`config.mk`:
```
export PLATFORM = sky130hd
export DESIGN_NAME = out_link_tx
export DESIGN_NICKNAME = d
export VERILOG_FILES = /design/src/rtl/out_link_pkg.sv /design/src/rtl/out_link_fifo.sv /design/src/rtl/out_link_tx.sv
export SDC_FILE = /design/constraint.sdc
export NUM_CORES = 1
export LEC_CHECK = 0
export CAP_MARGIN = 20
export CORE_ASPECT_RATIO = 0.8
export CORE_MARGIN = 1
export CORE_UTILIZATION = 45
export DETAILED_ROUTE_END_ITERATION = 10
export MAX_ROUTING_LAYER = met4
export PLACE_DENSITY = 0.63
export SYNTH_ARGS = -nofsm -noshare
export SYNTH_HDL_FRONTEND = slang
export SYNTH_HIERARCHICAL = 1
export SYNTH_SLANG_ARGS = --single-unit
```
`constraint.sdc`:
```
create_clock -name clk -period 5.9 [get_ports clk]
set_input_delay 1.18 -clock clk [delete_from_list [all_inputs] [get_ports clk]]
set_output_delay 1.18 -clock clk [all_outputs]
set_load 0.05 [all_outputs]
```
`src/rtl/out_link_pkg.sv`:
```
// out_link_pkg -- shared types and constants for the out_link_tx block.
//   state_t      : link sender FSM states
//   TMO_W        : width of the per-state ack timeout counter
//   SYNC_STAGES  : flops in the link_ack / link_nak synchronisers
//   RESEND_MAX   : resends allowed per word after a NAK (parity build only)
package out_link_pkg;

    typedef enum logic [1:0] {
        IDLE    = 2'd0,
        SETUP   = 2'd1,
        REQ     = 2'd2,
        RELEASE = 2'd3
    } state_t;

    localparam int TMO_W       = 16;
    localparam int SYNC_STAGES = 2;
    localparam int RESEND_MAX  = 3;
    localparam int RESEND_W    = 2;

endpackage

```
`src/rtl/out_link_fifo.sv`:
```
// out_link_fifo -- word FIFO between the core and the link sender.
//   clk, rst : clock, asynchronous active-high reset (discards contents)
//   push/din : write request and data; ignored when full (rej pulses instead)
//   pop/dout : read request and head-of-queue data (dout valid while !empty)
//   count    : occupancy 0..DEPTH
//   full     : count == DEPTH, from the pre-edge count
//   empty    : count == 0
//   rej      : push attempted while full this cycle
// DEPTH must be a power of two so the pointers wrap naturally.
module out_link_fifo #(
    parameter int WIDTH = 8,
    parameter int DEPTH = 4
) (
    input  logic                     clk,
    input  logic                     rst,
    input  logic                     push,
    input  logic [WIDTH-1:0]         din,
    input  logic                     pop,
    output logic [WIDTH-1:0]         dout,
    output logic [$clog2(DEPTH):0]   count,
    output logic                     full,
    output logic                     empty,
    output logic                     rej
);

    localparam int AW = $clog2(DEPTH);
    localparam logic [AW:0] FULL_CNT = (AW+1)'(DEPTH);

    logic [WIDTH-1:0] mem [DEPTH];
    logic [AW-1:0]    wptr;
    logic [AW-1:0]    rptr;
    logic             do_push;
    logic             do_pop;

    assign full    = (count == FULL_CNT);
    assign empty   = (count == '0);
    assign do_push = push && !full;
    assign do_pop  = pop && !empty;
    assign rej     = push && full;
    assign dout    = mem[rptr];

    // Storage needs no reset: the pointers and count define what is valid.
    always_ff @(posedge clk) begin
        if (do_push) mem[wptr] <= din;
    end

    always_ff @(posedge clk or posedge rst) begin
        if (rst) begin
            wptr  <= '0;
            rptr  <= '0;
            count <= '0;
        end else begin
            if (do_push) wptr <= wptr + 1'b1;
            if (do_pop)  rptr <= rptr + 1'b1;
            case ({do_push, do_pop})
                2'b10:   count <= count + 1'b1;
                2'b01:   count <= count - 1'b1;
                default: count <= count;
            endcase
        end
    end

endmodule

```
`src/rtl/out_link_tx.sv`:
```
// out_link_tx -- queues core words and sends them over a parallel
// inter-board link using a four-phase req/ack handshake.
//   clk, rst     : clock, asynchronous active-high reset
//   wr_en/wr_data: push a word into the FIFO
//   full, level  : FIFO full flag and occupancy
//   idle         : FIFO empty and sender in IDLE
//   link_data    : registered link data bus, held through the handshake
//   link_sent    : registered request strobe
//   link_ack     : asynchronous acknowledge, double-flop synchronised
//   err_timeout  : sticky, set when an ack edge does not arrive in time
//   err_ovf      : sticky, set when a word is written while full
//   err_clr      : clears both sticky flags (wins over a same-cycle set)
// Optional build macro OUT_LINK_PARITY_EN adds link_par (even parity of
// link_data) and link_nak (synchronised NAK that triggers a resend of the
// same word, up to RESEND_MAX times).
module out_link_tx
    import out_link_pkg::*;
#(
    parameter int WIDTH          = 8,
    parameter int DEPTH          = 4,
    parameter int SETUP_CYCLES   = 2,
    parameter int TIMEOUT_CYCLES = 255
) (
    input  logic                     clk,
    input  logic                     rst,
    input  logic                     wr_en,
    input  logic [WIDTH-1:0]         wr_data,
    output logic                     full,
    output logic                     idle,
    output logic [$clog2(DEPTH):0]   level,
    output logic [WIDTH-1:0]         link_data,
    output logic                     link_sent,
    input  logic                     link_ack,
`ifdef OUT_LINK_PARITY_EN
    output logic                     link_par,
    input  logic                     link_nak,
`endif
    output logic                     err_timeout,
    output logic                     err_ovf,
    input  logic                     err_clr
);

    localparam logic [3:0]       SETUP_LOAD = 4'(SETUP_CYCLES - 1);
    localparam logic [TMO_W-1:0] TMO_LOAD   = TMO_W'(TIMEOUT_CYCLES - 1);

    state_t                 state, state_n;
    logic [SYNC_STAGES-1:0] ack_sync;
    logic                   ack_s;
    logic                   far_busy;
    logic [3:0]             setup_cnt;
    logic [TMO_W-1:0]       tmo_cnt;
    logic                   sent_n;
    logic                   setup_ld;
    logic                   tmo_evt;

    logic                   fifo_pop;
    logic [WIDTH-1:0]       fifo_dout;
    logic                   fifo_empty;
    logic                   fifo_rej;

`ifdef OUT_LINK_PARITY_EN
    localparam logic [RESEND_W-1:0] RESEND_LIM = RESEND_W'(RESEND_MAX);
    logic [SYNC_STAGES-1:0] nak_sync;
    logic                   nak_s;
    logic [RESEND_W-1:0]    resend_cnt;
    logic                   resend_pend;
    logic                   resend_inc;
`endif

    out_link_fifo #(.WIDTH(WIDTH), .DEPTH(DEPTH)) u_fifo (
        .clk   (clk),
        .rst   (rst),
        .push  (wr_en),
        .din   (wr_data),
        .pop   (fifo_pop),
        .dout  (fifo_dout),
        .count (level),
        .full  (full),
        .empty (fifo_empty),
        .rej   (fifo_rej)
    );

    assign ack_s = ack_sync[SYNC_STAGES-1];
`ifdef OUT_LINK_PARITY_EN
    assign nak_s    = nak_sync[SYNC_STAGES-1];
    // A new or repeated request waits until the far end has released both lines.
    assign far_busy = ack_s | nak_s;
`else
    assign far_busy = ack_s;
`endif

    assign idle = fifo_empty && (state == IDLE);

    always_comb begin
        state_n  = state;
        sent_n   = link_sent;
        fifo_pop = 1'b0;
        setup_ld = 1'b0;
        tmo_evt  = 1'b0;
`ifdef OUT_LINK_PARITY_EN
        resend_inc = 1'b0;
`endif
        case (state)
            IDLE: begin
                if (!fifo_empty && !far_busy) begin
                    fifo_pop = 1'b1;
                    setup_ld = 1'b1;
                    state_n  = SETUP;
                end
            end
            SETUP: begin
                if (setup_cnt == '0) begin
                    sent_n  = 1'b1;
                    state_n = REQ;
                end
            end
            REQ: begin
                if (ack_s) begin
                    sent_n  = 1'b0;
                    state_n = RELEASE;
`ifdef OUT_LINK_PARITY_EN
                end else if (nak_s) begin
                    sent_n  = 1'b0;
                    state_n = RELEASE;
                    // Out of resends: report it and drop the word.
                    if (resend_cnt == RESEND_LIM) tmo_evt    = 1'b1;
                    else                          resend_inc = 1'b1;
`endif
                end else if (tmo_cnt == '0) begin
                    // The word is abandoned, not retried.
                    sent_n  = 1'b0;
                    tmo_evt = 1'b1;
                    state_n = RELEASE;
                end
            end
            RELEASE: begin
                if (!far_busy) begin
`ifdef OUT_LINK_PARITY_EN
                    if (resend_pend) begin
                        setup_ld = 1'b1;
                        state_n  = SETUP;
                    end else begin
                        state_n  = IDLE;
                    end
`else
                    state_n = IDLE;
`endif
                end else if (tmo_cnt == '0) begin
                    tmo_evt = 1'b1;
                    state_n = IDLE;
                end
            end
            default: state_n = IDLE;
        endcase
    end

    always_ff @(posedge clk or posedge rst) begin
        if (rst) begin
            state       <= IDLE;
            ack_sync    <= '0;
            setup_cnt   <= '0;
            tmo_cnt     <= '0;
            link_data   <= '0;
            link_sent   <= 1'b0;
            err_timeout <= 1'b0;
            err_ovf     <= 1'b0;
        end else begin
            state     <= state_n;
            ack_sync  <= {ack_sync[SYNC_STAGES-2:0], link_ack};
            link_sent <= sent_n;
            if (fifo_pop) link_data <= fifo_dout;

            if (setup_ld)                              setup_cnt <= SETUP_LOAD;
            else if (state == SETUP && setup_cnt != '0) setup_cnt <= setup_cnt - 1'b1;

            // Timeout budget restarts on every state change.
            if (state_n != state)   tmo_cnt <= TMO_LOAD;
            else if (tmo_cnt != '0) tmo_cnt <= tmo_cnt - 1'b1;

            if (err_clr)      err_timeout <= 1'b0;
            else if (tmo_evt) err_timeout <= 1'b1;

            if (err_clr)       err_ovf <= 1'b0;
            else if (fifo_rej) err_ovf <= 1'b1;
        end
    end

`ifdef OUT_LINK_PARITY_EN
    always_ff @(posedge clk or posedge rst) begin
        if (rst) begin
            nak_sync    <= '0;
            link_par    <= 1'b0;
            resend_cnt  <= '0;
            resend_pend <= 1'b0;
        end else begin
            nak_sync <= {nak_sync[SYNC_STAGES-2:0], link_nak};
            if (fifo_pop) link_par <= ^fifo_dout;

            if (fifo_pop)        resend_cnt <= '0;
            else if (resend_inc) resend_cnt <= resend_cnt + 1'b1;

            if (state == RELEASE && state_n != RELEASE) resend_pend <= 1'b0;
            else if (resend_inc)                        resend_pend <= 1'b1;
        end
    end
`endif

endmodule

```
After elaboration in Yosys (flattened, before gate mapping)
Memories as Yosys holds them, arrays and structs flattened. A register that Yosys moved wholly into a read port is not among the register bits.
Cells that the tools add are included.

word-level totals
  register bits = 34
  bits in writable memories = 32
  output and inout port bits = 16
  word-level logic and storage cells = 76
  memories = 1

cells by class
  add/sub/neg operators = 6
  equality and inequality tests = 9
  muxes and demuxes = 28
  reduce and logical (&&, ||, !) cells = 22

memories
  name        words  width  read ports  clocked after memory_dff  write ports  line                 source
  u_fifo.mem  4      8      1           1                         1            out_link_fifo.sv:29  logic [WIDTH-1:0] mem [DEPTH];

operators with widths
  operator                                                                number
  16-bit 2-to-1 mux                                                       2
  16-bit zero test                                                        1
  16-bit nonzero test                                                     1
  16-bit by 1-bit subtractor with 16-bit output (second input constant)   1
  1-bit 2-to-1 mux                                                        14
  2-bit 2-to-1 mux                                                        6
  2-bit nonzero test                                                      6
  4-bit 2-to-1 mux                                                        2
  2-bit one-hot mux with 4 select lines                                   1
  2-bit equality test (second input constant)                             3
  1-bit logical AND                                                       6
  3-bit one-hot mux with 2 select lines                                   1
  2-bit by 1-bit adder with 2-bit output (second input constant)          2
  2-bit by 1-bit equality test with 1-bit output (second input constant)  2
  4-bit zero test                                                         1
  1-bit one-hot mux with 2 select lines                                   2
  4-bit nonzero test                                                      1
  4-bit by 1-bit subtractor with 4-bit output (second input constant)     1
  3-bit by 1-bit adder with 3-bit output (second input constant)          1
  3-bit equality test (second input constant)                             1
  1-bit zero test                                                         3
  3-bit zero test                                                         1
  3-bit inequality test (second input constant)                           1
  3-bit AND reduction                                                     1
  4 further kinds                                                         4

Logic depth before layout (Yosys ltp)
  depth in word-level cells = 8
  mapped depth = 11
  gate-level depth less buffers = 10

By module
Netlist, hierarchy kept.

modules (own cells, without submodules)
  module         times used  cells each  area an instance (µm²)  sequential area each (µm²)
  out_link_tx    1           170         1719.1                  875.8
  out_link_fifo  1           81          1599.0                  1136.1

Worst setup path before layout
OpenSTA, ideal clock, no wires.

  kind = register to output
  start = reg u_fifo.count[0]
  end = out idle
  arrival = 2.124 ns
  required time = 4.720 ns
  path slack = 2.596 ns
  stages on the path, launching flop included = 3
  buffers on the path = 0
  path through = dfrtp_1 nor3_1 nor3b_1

between the ends
  longest elaborated chain between the ends = 2

ends and longest elaborated chain
  what                    line                 source
  start, declared         out_link_fifo.sv:20  output logic [$clog2(DEPTH):0] count,
  start signal, assigned  out_link_fifo.sv:56  2'b10: count <= count + 1'b1;
  start signal, assigned  out_link_fifo.sv:57  2'b01: count <= count - 1'b1;
  start signal, assigned  out_link_fifo.sv:58  default: count <= count;
  3-bit zero test         out_link_fifo.sv:36  assign empty = (count == '0);
  via fifo_empty          out_link_tx.sv:58    logic fifo_empty;
  1-bit logical AND       out_link_tx.sv:92    assign idle = fifo_empty && (state == IDLE);
  end, declared           out_link_tx.sv:29    output logic idle,

The timed path passes the listed nets, and every way through them passes these cells.

Final worst setup path
Ends and elaborated chain as after synthesis.

==> key figures <==
Run status
  • Status: complete, but fails checks
  • Failing checks: design-rule violations

Synth
  • Syn Inst Count: ~250
  • Post-Syn Area: approximately 3300 um^2
  • Synth unique cells: 47
  • Asr flop ratio synth: 56.8%
  • Number of flops mapped to enable cells by yosys: 32
  • Post-synthesis sequential area ratio: between 60% and 70%
  • Commonest register cell after synthesis: dfrtp_1
  • Syn Nets: about 270
  • Yosys reg bits: 74
  • Syn Area/Cell: roughly 13 um^2
  • Synth Warn #: 6

Pwr
  • Pleak: ~1.5 nW
  • Peak supply drop: between 300 and 400 uV
  • Pwr Density: about 480 nW/um^2

Setup path
  • Worst path depth: 3
  • Crit. End Element: primary output
  • Crit path kind: reg2out
  • CP max FO: 6
  • Worst path slowest cell: clkdlybuf4s50_1
  • Delay-heaviest family, CP: buffers and inverters
  • Buf+Inv Stages, Crit Path: 1
  • Worst path cell trace: nor3_1 -> nor3b_1 -> clkdlybuf4s50_1
  • Startpoint Class: flip-flop
  • Worst Path Arrival: around 2.3 ns
  • CP Data Required Time: approximately 4.7 ns
  • Number of cells on the worst reg-to-reg path: 10
  • Largest stage delay on the critical path: 0.87 ns

Finish
  • Final #Nets: slightly above 300
  • # diodes: 0
  • Commonest non-fill, non-tap cells in the layout: 42 x dfrtp_1, 32 x edfxtp_1, 28 x clkdlybuf4s50_1, 14 x inv_1, 14 x nor2_1
  • Area grow syn2layout: 16.1%
  • Commonest non-fill, non-tap cell in the layout: dfrtp_1
  • Share of cells above drive strength 1: between 15 and 20%
  • Finished Core Util: between 50% and 60%

Placed design
  • I/O Buffers: 28
  • Detailed placer's ending HPWL: ~4 mm
  • RD Place Congestion: a little over 0.7

Clocking
  • CTS tree: built
  • CTS clk-pin slew, worst paths: ~0.080 ns
  • Worst skew pair latency: between 0.3 and 0.4 ns
  • CTS Sinks: 74
  • Hold buffers post-CTS: 0
  • H-Tree Depth: 3
  • Resized cells post-CTS: 0
  • Setup bufs post-CTS: 0
  • CTS Buf Count: 9
  • CTS Buffer Depth: 2
  • Clk Tree Root Cell: clkbuf_8

Timing
  • Max-slew violation count: 0
  • Hold Violations, Final: 0
  • RSZ-0062 raised after global routing: false
  • Period utilisation layout: between 50% and 60%
  • Final min period: approximately 3.5 ns
  • Final Skew: 0.00804 ns
  • Setup tns final: 0 ns
  • Slew at the pin with the worst max-slew slack: around 0.75 ns
  • Final setup vio count: 0
  • Max Fclk: 289 MHz
  • Slew headroom: around 50%

GRT
  • Tot GR Track Use: between 10% and 20%
  • Initial antenna violation count: 0
  • Vias in the first global route: around 2000
  • First-pass GRT wire length: between 9 and 10 mm
  • Largest net degree at the start of global routing: 36
  • Gr ovfl total: 0

Min path
  • Tightest Hold Check Type: reg2reg
  • Hold Crit Depth: 0

Flow run
  • MaxCap Viol Count: 0

Detailed routing
  • Via Count: 2063
  • DRC: 1
  • DRT iter0 DRCs: 102
  • Vias per cell: about 5.5
  • Routed WL per cell: ~16 um
  • Routed WL: roughly 5.9 mm
  • Antenna-violating nets left: 0
  • First-pass DRT Iterations: 7

Floorplanning
  • Row count: 27
  • Die area: 7720 um^2
  • Die height: between 70 and 80 um
  • Initial Utilization: 47.5%
  • I/O Pins: 29
  • Core Area: roughly 7000 um^2
  • Die Span X: 98.0 um
## registers in the layout (all words and copies together) (netlist names)
register / flops
err_ovf: 1
u_fifo/mem: 32
setup_cnt: 4
link_data: 8
u_fifo/wptr: 2
err_timeout: 1
tmo_cnt: 16
ack_sync: 2
u_fifo/rptr: 2
state: 2
u_fifo/count: 3
link_sent: 1
## cells in the mapped netlist (2+ instances only)
| library cell | n | area (um^2) |
|---|---|---|
| nor3_1 | 12 | 60.1 |
| clkbuf_1 | 5 | 18.8 |
| nand4_1 | 5 | 31.3 |
| nor2_1 | 14 | 52.6 |
| nor4_1 | 2 | 12.5 |
| mux4_2 | 8 | 180 |
| and2_1 | 5 | 31.3 |
| ha_1 | 7 | 87.6 |
| o31ai_1 | 6 | 45.0 |
| nand3_1 | 6 | 30.0 |
| o21ai_0 | 6 | 30.0 |
| or2_2 | 3 | 18.8 |
| o211ai_1 | 2 | 15.0 |
| mux2_2 | 8 | 90.1 |
| nand2_1 | 13 | 48.8 |
| buf_2 | 2 | 10.0 |
| xor2_1 | 6 | 52.6 |
| dfrtp_1 | 42 | 1050 |
| or3_1 | 3 | 18.8 |
| mux2i_1 | 2 | 20.0 |
| a21oi_1 | 10 | 50.1 |
| nor3b_1 | 2 | 15.0 |
| or4_1 | 9 | 67.6 |
| edfxtp_1 | 32 | 961 |
| or3b_2 | 2 | 17.5 |
| xnor2_1 | 4 | 35.0 |
| a31oi_1 | 2 | 12.5 |
| inv_1 | 14 | 52.6 |
## worst reg2reg max path: stages, from the launching register on
cell,delay [ns]
dfrtp_1,0.47
nor3_1,0.12
or4_1,0.52
inv_1,0.40
o31a_2,0.28
ha_1,0.18
inv_1,0.06
fa_1,0.36
xor2_1,0.15
nor2_1,0.11
xor2_1,0.15
## report_power, final
part           total [mW]  internal [mW]  switching (mW)  leakage [nW]
Combinational       0.721          0.307           0.414         0.599
Sequential          0.797          0.677           0.121         0.793
Clock               0.342          0.152           0.191        0.0872
## cell families after synthesis
logic type,share of synthesized area (%)
buf+inv,2.45
mux,9.20
simple gates,15.2
compound gates,6.60
fa+ha+maj,3.24
xor+xnor,2.64
flops,60.6
## routing by layer
layer	wire [um]	track usage, %	share of wire [%]
met2	2630	24.8	44
met4	91	5.91	1.5
met5	0	-	0
met3	274	5.81	4.6
met1	2950	23.7	50
## stage by stage
stage          worst slack [ns]  area, um^2  total power [mW]  hold WS [ns]  instances
6_report                   2.44        3850              1.86         0.356        376
5_1_grt                    2.33        3850              1.97         0.372        376
4_1_cts                    2.41        3850              1.88         0.360        376
3_5_place_dp               2.82        3690              1.54         0.341        360
3_3_place_gp               2.82        3690              1.52         0.332        360
2_1_floorplan              2.60        3320              1.33         0.331        251
## area by class of cell
class	instances	area, um^2
inverters	14	52.6
well taps	87	109
flip-flops and latches	74	2010
clock inverters	7	43.8
clock buffers	9	124
multi-input cells	156	1220
fillers	585	3140
repair buffers	29	288
## final timing paths
check / startpoint / endpoint / slack, ns
max reg2reg: u_fifo/count[0]$_DFFE_PP0P_ / u_fifo/count[2]$_DFFE_PP0P_ / 3.02
max: u_fifo/count[0]$_DFFE_PP0P_ / idle / 2.44
min in group asynchronous: rst / u_fifo/wptr[1]$_DFFE_PP0P_ / 1.09
max in group asynchronous: rst / link_data[6]$_DFFE_PP0P_ / 4.32
min reg2reg: ack_sync[0]$_DFF_PP0_ / ack_sync[1]$_DFF_PP0_ / 0.36
min: ack_sync[0]$_DFF_PP0_ / ack_sync[1]$_DFF_PP0_ / 0.36
Power figures use the tool's default switching activity.
